--- config.mk ---
export PLATFORM = sky130hd
export DESIGN_NAME = audio_out_arbiter
export DESIGN_NICKNAME = d
export VERILOG_FILES = /design/src/rtl/audio_out_arbiter.sv
export SDC_FILE = /design/constraint.sdc
export NUM_CORES = 1
export LEC_CHECK = 0
export ABC_AREA = 0
export ABC_CLOCK_PERIOD_IN_PS = 3900
export BUFFER_PORTS_ARGS = -buffer_cell sky130_fd_sc_hd__buf_2
export CAP_MARGIN = 5
export CELL_PAD_IN_SITES_DETAIL_PLACEMENT = 0
export CELL_PAD_IN_SITES_GLOBAL_PLACEMENT = 1
export CORE_MARGIN = 2
export CORE_UTILIZATION = 38
export DETAILED_ROUTE_END_ITERATION = 16
export GPL_ROUTABILITY_DRIVEN = 1
export PLACE_DENSITY_LB_ADDON = 0.3
export SLEW_MARGIN = 0
export SYNTH_ARGS = -nofsm -noshare
export SYNTH_HDL_FRONTEND = slang
export SYNTH_SLANG_ARGS = --single-unit
--- constraint.sdc ---
create_clock -name clock -period 3.9 [get_ports clock]
set_clock_uncertainty 0.1 [all_clocks]
set_input_delay 0.585 -clock clock [delete_from_list [all_inputs] [get_ports clock]]
set_output_delay 0.585 -clock clock [all_outputs]
set_load 0.01 [all_outputs]
--- src/rtl/audio_out_arbiter.sv ---
// Purpose: shares the codec write port between the tone mix and the stone effect, one sample per SAMPLE_DIV cycles.
// Latency: tick at T -> sample latched at T+1 -> write strobe at T+3 when the codec FIFO accepts immediately.
// Backpressure: waits on audio_out_allowed; a tick while still waiting drops the pending sample and relatches.
//
// Ports:
//   clock              system clock (CLOCK_50)
//   resetn             synchronous reset, active high (1 = reset)
//   tone_req/_sample   tone source request and signed 32-bit sample
//   stone_req/_sample  stone effect request and signed 32-bit sample
//   mute               suppresses the tone source only
//   audio_out_allowed  codec FIFO has space
//   left_out/right_out sample to codec (identical)
//   write_audio_out    one-cycle write strobe
//   grant              00 silence, 01 tone, 10 stone, 11 mix
//   underrun           one-cycle pulse per dropped sample
//   drop_count         saturating count of dropped samples
module audio_out_arbiter #(
  parameter int unsigned SAMPLE_DIV = 1042
) (
  input  logic        clock,
  input  logic        resetn,
  input  logic        tone_req,
  input  logic [31:0] tone_sample,
  input  logic        stone_req,
  input  logic [31:0] stone_sample,
  input  logic        mute,
  input  logic        audio_out_allowed,
  output logic [31:0] left_out,
  output logic [31:0] right_out,
  output logic        write_audio_out,
  output logic [1:0]  grant,
  output logic        underrun,
  output logic [7:0]  drop_count
);

  localparam logic [15:0] DIV_LAST = 16'(SAMPLE_DIV - 1);

  typedef enum logic [1:0] {
    IDLE       = 2'd0,
    LATCH      = 2'd1,
    WAIT_ALLOW = 2'd2,
    WRITE      = 2'd3
  } state_t;

  state_t      state;
  logic [15:0] div_cnt;
  logic        tick;
  logic        tone_eff;
  logic [31:0] sel_sample;
  logic [1:0]  sel_grant;
  logic signed [31:0] tone_half;
  logic signed [31:0] stone_half;

  assign tick     = (div_cnt == DIV_LAST);
  assign tone_eff = tone_req & ~mute;

  // Halving each operand before the add keeps the sum inside 32 bits.
  assign tone_half  = $signed(tone_sample) >>> 1;
  assign stone_half = $signed(stone_sample) >>> 1;

  always_comb begin
    sel_sample = 32'd0;
    sel_grant  = 2'b00;
    case ({stone_req, tone_eff})
      2'b01: begin
        sel_sample = tone_sample;
        sel_grant  = 2'b01;
      end
      2'b10: begin
        sel_sample = stone_sample;
        sel_grant  = 2'b10;
      end
      2'b11: begin
        sel_sample = 32'(tone_half + stone_half);
        sel_grant  = 2'b11;
      end
      default: begin
        sel_sample = 32'd0;
        sel_grant  = 2'b00;
      end
    endcase
  end

  always_ff @(posedge clock) begin
    if (resetn) begin
      state           <= IDLE;
      div_cnt         <= 16'd0;
      left_out        <= 32'd0;
      right_out       <= 32'd0;
      grant           <= 2'b00;
      write_audio_out <= 1'b0;
      underrun        <= 1'b0;
      drop_count      <= 8'd0;
    end else begin
      // Sample pacing is independent of the handshake so the rate never drifts.
      div_cnt         <= tick ? 16'd0 : div_cnt + 16'd1;
      write_audio_out <= 1'b0;
      underrun        <= 1'b0;
      case (state)
        IDLE: begin
          if (tick) state <= LATCH;
        end
        LATCH: begin
          left_out  <= sel_sample;
          right_out <= sel_sample;
          grant     <= sel_grant;
          state     <= WAIT_ALLOW;
        end
        WAIT_ALLOW: begin
          // A write accepted on the tick cycle wins; that tick is simply consumed.
          if (audio_out_allowed) begin
            write_audio_out <= 1'b1;
            state           <= WRITE;
          end else if (tick) begin
            underrun <= 1'b1;
            if (drop_count != 8'hFF) drop_count <= drop_count + 8'd1;
            state <= LATCH;
          end
        end
        WRITE: begin
          state <= IDLE;
        end
        default: begin
          state <= IDLE;
        end
      endcase
    end
  end

endmodule
==> qor.csv, run 1 <==
stage,metric,value,unit
timing,max_clock_freq,337,MHz
cts,numCtsBuffers,9,
cts,cts_tree,built,
pwr,power_density,321,nW/um^2
drt,wl_met2,7650,um
drt,wire_per_inst,17.0,um
setup_path,critical_path_required,4.05,ns
cts,cts_sinks,62,
pwr,ir_drop,0.183,mV
min_path,min_from,grant[1],
timing,min_period_over_period,76.0,%
timing,hold_viol,0,
placement,post-dp-hpwl,12300,um
cells_and_area,final_area,5960,um^2
drt,vias,5190,
timing,rsz0062_at_grt,no,
cells_and_area,layout-drive-gt1-share,25.3,%
cells_and_area,syn_to_final_growth,17.5,%
die,die_area,14300,um^2
synthesis,synth_edf_count,0,
cells_and_area,n_antenna_cell,0,
timing,tightestPinTransition,0.963,ns
synthesis,synth.avg_cell_area,7.63,um^2
die,ios,146,
drt,via_per_inst,5.48,
synthesis,synth.distinct_cells,68,
drt,initialDrtViolationCount,343,
cells_and_area,fillers,1374,
setup_path,criticalPathCategory,in -> reg,
min_path,min_to,grant[1],
die,start_util,38.6,%
timing,layout_min_cycle_time,2.96,ns
synthesis,syn_area,5080,um^2
global_route,grt_usage,22.6,%
global_route,grt_pass1_vias,5035,
die,die_y,120,um
placement,place_congestion,0.956,
setup_path,rr_endpoint,drop_count[5],
cts,cts_root_buf,clkbuf_16,
min_path,hold_depth,2,
die,core-area,13100,um^2
cts,insertion_delay,0.34,ns
cts,h-tree-depth,3,
drt,ant_nets,0,
synthesis,synthArstFlopShare,0,%
global_route,antenna_found_initial,0,
min_path,hold_path.class,reg -> reg,
global_route,grt_max_degree,34,
cells_and_area,instances_no_fill,947,
placement,numPortBuffers,145,
setup_path,reg2reg_setup_slack,1.41,ns
drt,first_pass_iters,4,
cts,clk_path_buf_depth,2,
placement,place_ws,0.588,ns
setup_path,cp-start-kind,input port,
timing,setup_viol,0,
drt,dr.max_layer_used,met4,
setup_path,r2r_start,div_cnt[0],
cts,clkSlewWorstSetupHoldPaths,0.06,ns
run_status,status,completed,
timing,fin_tns_setup,0,ns
cts,cts_hold_buffers,0,
drt,met3_length,964,um
global_route,grt_pass1_wl,25400,um
timing,drv_slew,0,
cells_and_area,post-route-util,45.4,%
synthesis,synthFlopType,dfxtp_1,
setup_path,worstPathArrival,3.11,ns
cts,cts_setup_buffers,0,
drt,met1Wirelength,7110,um
placement,dpl.cell_count,931,
cts,cts_resized,0,
synthesis,ys_seq_area_share,24.5,%
drt,drc,0,
setup_path,rr_worst_depth,9,
synthesis,synth_nets,770,
cells_and_area,nNetsFinal,871,
synthesis,ys_seq_elements,62,
timing,relSlewSlack,35.8,%
drt,routed_wl,16100,um
die,die_x,120,um
synthesis,synth_warnings,0,
setup_path,worstSetupEndpointType,flop,
timing,setup_ws,0.937,ns
pwr,p_leak,2.74,nW
die,rows,42,
global_route,grt-ovfl-total,0,
placement,place_area,5650,um^2
job,max-cap-violations,0,
synthesis,syn_inst,665,
setup_path,crit_fanout,3,
==> worst max path at each step <==
stage / from / endpoint / slack, ns / depth (start not counted)
floorplan: tone_sample[1] / right_out[28] / 0.98 / 11
global placement: tone_sample[1] / right_out[28] / 0.64 / 12
detailed placement: tone_sample[1] / right_out[28] / 0.59 / 12
CTS: tone_sample[1] / right_out[28] / 0.94 / 12
global route: tone_sample[1] / right_out[22] / 0.72 / 12
finish: tone_sample[1] / right_out[28] / 0.94 / 12
==> power breakdown <==
| part | total, mW | switching [mW] | internal [mW] |
|---|---|---|---|
| logic | 0.442 | 0.268 | 0.174 |
| clock network | 0.830 | 0.314 | 0.516 |
| registers | 0.639 | 0.00303 | 0.636 |
| total | 1.91 | 0.586 | 1.33 |
==> state kept, by name (all words and copies together) (netlist names) <==
name / cells
drop_count: 8
div_cnt: 16
grant: 2
right_out: 32
write_audio_out: 1
state: 2
underrun: 1
==> cell families after synthesis <==
group / synth area share [%]
muxes: 0.197
buffers and inverters: 10.1
xor gates and xnor gates: 7.94
and+or+nand+nor: 25.0
adders and majority gates: 8.78
DFF: 24.5
AOI/OAI and AO/OA: 23.6
==> synth_stat cells (all sizes together) (3+ instances only) <==
master   number  share of area, %
clkbuf       25               2.7
a211oi        9               1.4
a221oi        8               1.4
nor2b         4              0.49
nor2         77               5.7
xnor2        23               4.0
a311oi        3              0.64
xor2         23               4.0
nand2b        8              0.99
nor3b         3              0.44
nand2        58               4.3
and3         26               3.2
buf          38               5.7
ha           34               8.4
o22ai         8              0.99
a311o         5              0.99
nand4        11               1.4
a31oi        17               2.1
nand3        25               2.5
inv          15               1.1
dfxtp        62                24
nor3         21               2.1
a21oi        54               5.3
nor4          5              0.74
o2111ai       4              0.81
a21o         13               1.9
o21ai        36               3.5
and2          3              0.42
or2           4              0.49
or3           5              0.71
o21a          6              0.89
==> cells in the final DEF, fill, tap and decap left out, types with 9 or more instances in the layout <==
cell       instances
dfxtp_1           62
nand4_1           11
a21oi_1           54
a31oi_1           17
nor3_1            21
buf_4             11
o21ai_0           35
nor2_1            76
and3_1            26
xor2_1            23
nand2_1           57
nand3_1           25
buf_2            145
xnor2_1           23
a21o_1            13
inv_1             15
clkbuf_16          9
ha_1              34
==> cell type report <==
| cell class | count | area, um^2 | share of cell area (%) |
|---|---|---|---|
| clock buffer | 10 | 239 | 4.01 |
| clock inverter | 6 | 70.1 | 1.17 |
| inverter | 15 | 56.3 | 0.944 |
| multi-input combinational | 522 | 3330 | 55.8 |
| sequential | 62 | 1240 | 20.8 |
| tap | 176 | 220 | 3.69 |
| timing repair buffer | 156 | 808 | 13.6 |
==> critical path: stages <==
cell	delay, ns
buf_2	0.09
ha_1	0.17
inv_1	0.06
fa_1	0.38
and2b_1	0.24
o2111ai_1	0.16
a2111oi_2	0.50
nor2_1	0.16
o2111ai_2	0.27
a31oi_1	0.13
xor2_1	0.16
o41ai_1	0.22
==> metrics by stage <==
stage | hold WS [ns] | total power [mW]
floorplan | 0.341 | 0.961
global placement | 0.344 | 1.09
detailed placement | 0.360 | 1.09
CTS | 0.367 | 1.94
global route | 0.391 | 2.01
finish | 0.362 | 1.91
==> per-layer routing <==
metal	vias to the layer above	GRT usage [%]
met3	28	3.75
met1	2408	28.5
met4	0	10.0
met2	166	37.8
met5	-	0
li1	2588	-
No activity file was read; power rests on OpenSTA's default activity.
==> run 2: changes to the inputs <==
--- a/config.mk
+++ b/config.mk
@@ -6,7 +6,7 @@
 export NUM_CORES = 1
 export LEC_CHECK = 0
 export ABC_AREA = 0
-export ABC_CLOCK_PERIOD_IN_PS = 3900
+export ABC_CLOCK_PERIOD_IN_PS = 2800
 export BUFFER_PORTS_ARGS = -buffer_cell sky130_fd_sc_hd__buf_2
 export CAP_MARGIN = 5
 export CELL_PAD_IN_SITES_DETAIL_PLACEMENT = 0
==> constraint.sdc (replaced) <==
create_clock -name clock -period 2.8 [get_ports clock]
set_clock_uncertainty 0.1 [all_clocks]
set_input_delay 0.42 -clock clock [delete_from_list [all_inputs] [get_ports clock]]
set_output_delay 0.42 -clock clock [all_outputs]
set_load 0.01 [all_outputs]
==> qor.csv, run 2 (synthesis results as in run 1) <==
stage,metric,value,unit,change
cells_and_area,multi_input_area,3350,um^2,was 3330 um^2
die,die_area,14300,um^2,unchanged
placement,place_area,5870,um^2,was 5650 um^2
cts,cts_root_buf,clkbuf_16,,unchanged
die,rows,42,,unchanged
cells_and_area,instances_no_fill,976,,was 947
die,die_y,120,um,unchanged
cts,clk_path_buf_depth,2,,unchanged
cts,cts_tree,built,,unchanged
timing,setup_ws,0.105,ns,was 0.937 ns
global_route,grt_pass1_wl,26400,um,was 25400 um
timing,rsz0062_at_grt,yes,,was no
setup_path,reg2reg_setup_slack,0.57,ns,was 1.41 ns
global_route,grt_usage,23.4,%,was 22.6%
timing,tightestPinTransition,0.933,ns,was 0.963 ns
global_route,grt_pass1_vias,5217,,was 5035
cells_and_area,fillers,1351,,was 1374
die,die_x,120,um,unchanged
die,start_util,38.6,%,unchanged
cells_and_area,layout-drive-gt1-share,28.4,%,was 25.3%
placement,post-dp-hpwl,12800,um,was 12300 um
cells_and_area,nNetsFinal,900,,was 871
drt,initialDrtViolationCount,302,,was 343
cells_and_area,seqCellArea,1240,um^2,unchanged
setup_path,critical_path_required,2.94,ns,was 4.05 ns
timing,max_clock_freq,371,MHz,
min_path,min_to,right_out[10],,was grant[1]
min_path,hold_path.class,in -> reg,,was reg -> reg
cells_and_area,syn_to_final_growth,21.6,%,was 17.5%
placement,numPortBuffers,145,,unchanged
run_status,status,completed,,unchanged
pwr,power_density,424,nW/um^2,was 321 nW/um^2
setup_path,rr_endpoint,drop_count[7],,was drop_count[5]
placement,place_ws,-0.394,ns,was 0.588 ns
cts,insertion_delay,0.34,ns,about the same
setup_path,worstSetupEndpointType,flop,,unchanged
cells_and_area,n_antenna_cell,0,,unchanged
global_route,grt_max_degree,40,,was 34
cts,numCtsBuffers,9,,unchanged
cts,cts_sinks,62,,unchanged
cells_and_area,mostFrequentLayoutCell,buf_2,,unchanged
global_route,grt-ovfl-total,0,,unchanged
pwr,total_power,2.62,mW,was 1.91 mW
cells_and_area,top_regs,"right_out x32, div_cnt x16, drop_count x8",,unchanged
min_path,hold_depth,3,,was 2
setup_path,path_cells,buf_2 > ha_2 > inv_1 > fa_1 > and2b_1 > o2111ai_2 > a2111oi_4 > nor2_2 > o2111ai_2 > a31oi_1 > xor2_1 > o41ai_1,,was buf_2 > ha_1 > inv_1 > fa_1 > and2b_1 > o2111ai_1 > a2111oi_2 > nor2_1 > o2111ai_2 > a31oi_1 > xor2_1 > o41ai_1
cts,h-tree-depth,3,,unchanged
setup_path,crit_fanout,3,,unchanged
setup_path,cpMaxStageDelayCell,a2111oi_4,,was a2111oi_2
timing,setup_viol,0,,unchanged
setup_path,worstPathArrival,2.84,ns,was 3.11 ns
drt,wire_per_inst,17.1,um,was 17.0 um
placement,place_congestion,0.952,,was 0.956
cells_and_area,top_register,right_out,,unchanged
timing,min_period_over_period,96.3,%,
global_route,antenna_found_initial,0,,unchanged
drt,first_pass_iters,7,,was 4
cells_and_area,largest_reg_flops,32,,unchanged
setup_path,cp-start-kind,input port,,unchanged
timing,hold_viol,0,,unchanged
placement,dpl.cell_count,960,,was 931
drt,drc,0,,unchanged
die,core-area,13100,um^2,unchanged
pwr,ir_drop,0.337,mV,was 0.183 mV
setup_path,rr_worst_depth,10,,was 9
drt,ant_nets,0,,unchanged
drt,via_per_inst,5.51,,was 5.48
setup_path,criticalPathCategory,in -> reg,,unchanged
setup_path,r2r_start,div_cnt[0],,unchanged
job,max-cap-violations,0,,unchanged
setup_path,critical-path-max-stage-delay,0.45,ns,was 0.50 ns
cts,clkSlewWorstSetupHoldPaths,0.06,ns,about the same
timing,relSlewSlack,37.5,%,was 35.8%
die,ios,146,,unchanged
setup_path,path_common_cell,o2111ai_2,,
cells_and_area,final_area,6170,um^2,was 5960 um^2
drt,routed_wl,16700,um,was 16100 um
min_path,min_from,tone_sample[10],,was grant[1]
drt,vias,5377,,was 5190
cells_and_area,layout_common_cells,"buf_2, nor2_1, dfxtp_1, nand2_1, a21oi_1",,unchanged
cts,cts_setup_buffers,0,,unchanged
timing,drv_slew,0,,unchanged
pwr,p_leak,2.86,nW,was 2.74 nW
timing,layout_min_cycle_time,2.70,ns,
run 2: changes by cell type in the layout (fill, tap and decap cells not counted), sizes merged:
cell	delta
buf	+29
bufinv	-1
clkbuf	-1
clkinv	+1
clkinvlp	+2
inv	-1
run 2: metrics by stage:
stage / TNS [ns] / hold slack, ns / util (%)
after floorplan: 0 / 0.341 / -
after global placement: -1.98 / 0.346 / 44.7
after detailed placement: -2.49 / 0.368 / 44.7
after CTS: 0 / 0.268 / 46.8
after global routing: -0.284 / 0.279 / 47.0
final: 0 / 0.271 / 47.0
run 2: how the worst max path moves through the flow:
stage / end / slack (ns) / startpoint / cells after the start
3_5_place_dp: right_out[28] / -0.39 / tone_sample[1] / 12
3_3_place_gp: right_out[28] / -0.29 / tone_sample[1] / 12
4_1_cts: right_out[28] / 0.01 / tone_sample[1] / 12
5_1_grt: right_out[22] / -0.08 / tone_sample[1] / 12
2_1_floorplan: right_out[28] / 0.05 / tone_sample[1] / 11
6_report: right_out[28] / 0.10 / tone_sample[1] / 12
run 2: repair_timing:
action                     CTS  global route
pin swaps                    1             3
hold buffers                 0             0
cloned                       0             0
setup endpoints to repair    2             6
resized for setup            0             4
run 2: power by group:
group	total, mW	switching, mW	internal, mW
combinational	0.669	0.387	0.282
clock	1.06	0.461	0.600
sequential	0.890	0.00427	0.886
run 2: metal layers:
layer | track usage [%] | up-vias | wire length [um]
li1 | - | 2636 | -
met1 | 29.4 | 2519 | 7530
met2 | 40.7 | 195 | 8070
met3 | 3.66 | 27 | 794
met4 | 8.01 | 0 | 316
met5 | 0 | - | 0
run 2: area by class of cell:
class,instances,share of cell area (%)
multi-input combinational,522,54.3
tap,176,3.57
timing repair buffer,185,16.6
clock inverter,7,0.831
inverter,15,0.912
sequential,62,20.1
clock buffer,9,3.65
run 2: worst max-delay path: cells and delay by family:
kind	cells	cell delay, ns
xor gates and xnor gates	1	0.16
and+or+nand+nor	2	0.36
AOI/OAI and AO/OA	5	1.20
adders and majority gates	2	0.56
buffers and inverters	2	0.14
==> run 3: changes to the inputs <==
--- a/config.mk
+++ b/config.mk
@@ -14,8 +14,9 @@
 export CORE_MARGIN = 2
 export CORE_UTILIZATION = 38
 export DETAILED_ROUTE_END_ITERATION = 16
-export GPL_ROUTABILITY_DRIVEN = 1
+export GPL_ROUTABILITY_DRIVEN = 0
 export PLACE_DENSITY_LB_ADDON = 0.3
+export RECOVER_POWER = 100
 export SLEW_MARGIN = 0
 export SYNTH_ARGS = -nofsm -noshare
 export SYNTH_HDL_FRONTEND = slang
==> qor.csv, run 3 (synthesis results as in run 1) <==
stage,metric,value,unit,change
timing,layout_min_cycle_time,2.69,ns,was 2.70 ns
setup_path,path_cells,buf_2 > ha_1 > inv_1 > fa_2 > and2b_2 > o2111ai_4 > a2111oi_4 > nor2_2 > o2111ai_2 > a31oi_1 > xor2_1 > o41ai_2,,was buf_2 > ha_2 > inv_1 > fa_1 > and2b_1 > o2111ai_2 > a2111oi_4 > nor2_2 > o2111ai_2 > a31oi_1 > xor2_1 > o41ai_1
cells_and_area,n_antenna_cell,0,,unchanged
cells_and_area,seqCellArea,1240,um^2,unchanged
min_path,hold_path.class,in -> reg,,unchanged
timing,drv_slew,0,,unchanged
drt,drc,0,,unchanged
setup_path,worstPathArrival,2.82,ns,was 2.84 ns
placement,place_ws,-0.402,ns,was -0.394 ns
setup_path,cp-start-kind,input port,,unchanged
cells_and_area,multi_input_area,3370,um^2,was 3350 um^2
drt,wire_per_inst,16.7,um,was 17.1 um
run_status,status,completed,,unchanged
global_route,grt_pass1_vias,5189,,was 5217
cells_and_area,top_register,right_out,,unchanged
die,die_y,120,um,unchanged
cells_and_area,layout_common_cells,"clkbuf_1, nor2_1, buf_2, dfxtp_1, nand2_1",,"was buf_2, nor2_1, dfxtp_1, nand2_1, a21oi_1"
drt,ant_nets,0,,unchanged
job,max-cap-violations,0,,unchanged
die,ios,146,,unchanged
setup_path,crit_start,tone_sample[1],,unchanged
cts,insertion_delay,0.34,ns,about the same
cells_and_area,nNetsFinal,899,,was 900
global_route,grt_usage,22.7,%,was 23.4%
setup_path,criticalPathCategory,in -> reg,,unchanged
setup_path,crit_fanout,3,,unchanged
cts,cts_sinks,62,,unchanged
cts,h-tree-depth,3,,unchanged
setup_path,r2r_start,state[1],,was div_cnt[0]
setup_path,worstSetupEndpointType,flop,,unchanged
timing,max_clock_freq,372,MHz,was 371 MHz
setup_path,path_buf_inv,2,,unchanged
drt,routed_wl,16300,um,was 16700 um
die,die_area,14300,um^2,unchanged
cells_and_area,fillers,1390,,was 1351
pwr,ir_drop,0.244,mV,was 0.337 mV
cells_and_area,largest_reg_flops,32,,unchanged
die,rows,42,,unchanged
timing,relSlewSlack,25.6,%,was 37.5%
setup_path,cpMaxStageDelayCell,a2111oi_4,,unchanged
global_route,grt_max_degree,32,,was 40
drt,via_per_inst,5.58,,was 5.51
cells_and_area,top_regs,"right_out x32, div_cnt x16, drop_count x8",,unchanged
pwr,power_density,447,nW/um^2,was 424 nW/um^2
global_route,grt-ovfl-total,0,,unchanged
setup_path,critical_path_required,2.93,ns,was 2.94 ns
setup_path,critical-path-max-stage-delay,0.44,ns,was 0.45 ns
cells_and_area,mostFrequentLayoutCell,clkbuf_1,,was buf_2
drt,initialDrtViolationCount,353,,was 302
cts,numCtsBuffers,9,,unchanged
global_route,grt_pass1_wl,26000,um,was 26400 um
timing,setup_viol,0,,unchanged
timing,holdWs,0.285,ns,was 0.271 ns
timing,tightestPinTransition,1.12,ns,was 0.933 ns
global_route,antenna_found_initial,0,,unchanged
cts,cts_hold_buffers,0,,unchanged
setup_path,cp_top_family,compound AO/OA/AOI/OAI gates,,unchanged
die,start_util,38.6,%,unchanged
die,core-area,13100,um^2,unchanged
placement,numPortBuffers,145,,unchanged
placement,post-dp-hpwl,12500,um,was 12800 um
die,die_x,120,um,unchanged
cells_and_area,layout-drive-gt1-share,18.4,%,was 28.4%
drt,vias,5436,,was 5377
cts,clkSlewWorstSetupHoldPaths,0.06,ns,about the same
cts,cts_root_buf,clkbuf_16,,unchanged
timing,setup_ws,0.111,ns,was 0.105 ns
cts,cts_tree,built,,unchanged
timing,hold_viol,0,,unchanged
timing,min_period_over_period,96.0,%,was 96.3%
min_path,min_from,tone_sample[8],,was tone_sample[10]
pwr,p_leak,2.53,nW,was 2.86 nW
cts,clk_path_buf_depth,2,,unchanged
drt,first_pass_iters,5,,was 7
cells_and_area,syn_to_final_growth,20.4,%,was 21.6%
==> run 3: worst reg2reg max path, stage by stage, from the launching register on <==
cell	delay, ns
dfxtp_1	0.35
nand2b_1	0.61
clkbuf_1	0.90
nor2_1	0.11
a221oi_1	0.26
nor2_1	0.07
==> run 3: report_power, final <==
part           internal [mW]  switching (mW)  leakage, nW
combinational          0.282           0.388         1.88
sequential             0.886         0.00419        0.500
clock                  0.718           0.453        0.145
==> run 3: metal layers <==
layer	track usage [%]	part of all wire [%]	vias to the layer above
met5	0	0	-
met4	8.16	2.2	0
met3	3.23	5.2	29
met2	39.4	49	182
met1	28.5	44	2582
li1	-	-	2643
==> run 3: area by class of cell <==
type	instances	area share [%]
Clock buffer	10	3.91
Inverter	15	0.921
Sequential cell	62	20.3
Clock inverter	6	1.17
Timing Repair Buffer	184	14.9
Tap cell	176	3.60
Multi-Input combinational cell	522	55.1
==> run 3: timing repair <==
action	4_1_cts	5_1_grt
endpoints found under the setup margin	2	9
gates resized for setup	1	9
setup buffers	0	1
pin swaps	1	4
==> run 3: stage by stage <==
stage | std cells | area [um^2] | utilization (%) | setup TNS [ns] | total power [mW]
2_1_floorplan | 665 | 5080 | - | 0 | 1.34
3_3_place_gp | 958 | 5870 | 44.7 | -1.93 | 1.55
3_5_place_dp | 958 | 5870 | 44.7 | -2.91 | 1.56
4_1_cts | 974 | 6180 | 47.1 | 0 | 2.74
5_1_grt | 975 | 6110 | 46.5 | -0.0339 | 2.85
6_report | 975 | 6110 | 46.5 | 0 | 2.73
==> run 3: path summary, 6_finish.rpt <==
| kind | to | slack [ns] | cells past startpoint |
|---|---|---|---|
| worst max-delay path | right_out[28] | 0.11 | 12 |
| worst min-delay path | right_out[8] | 0.28 | 3 |
| worst max register to register | right_out[13] | 0.29 | 5 |
| worst min register to register | grant[1] | 0.38 | 2 |
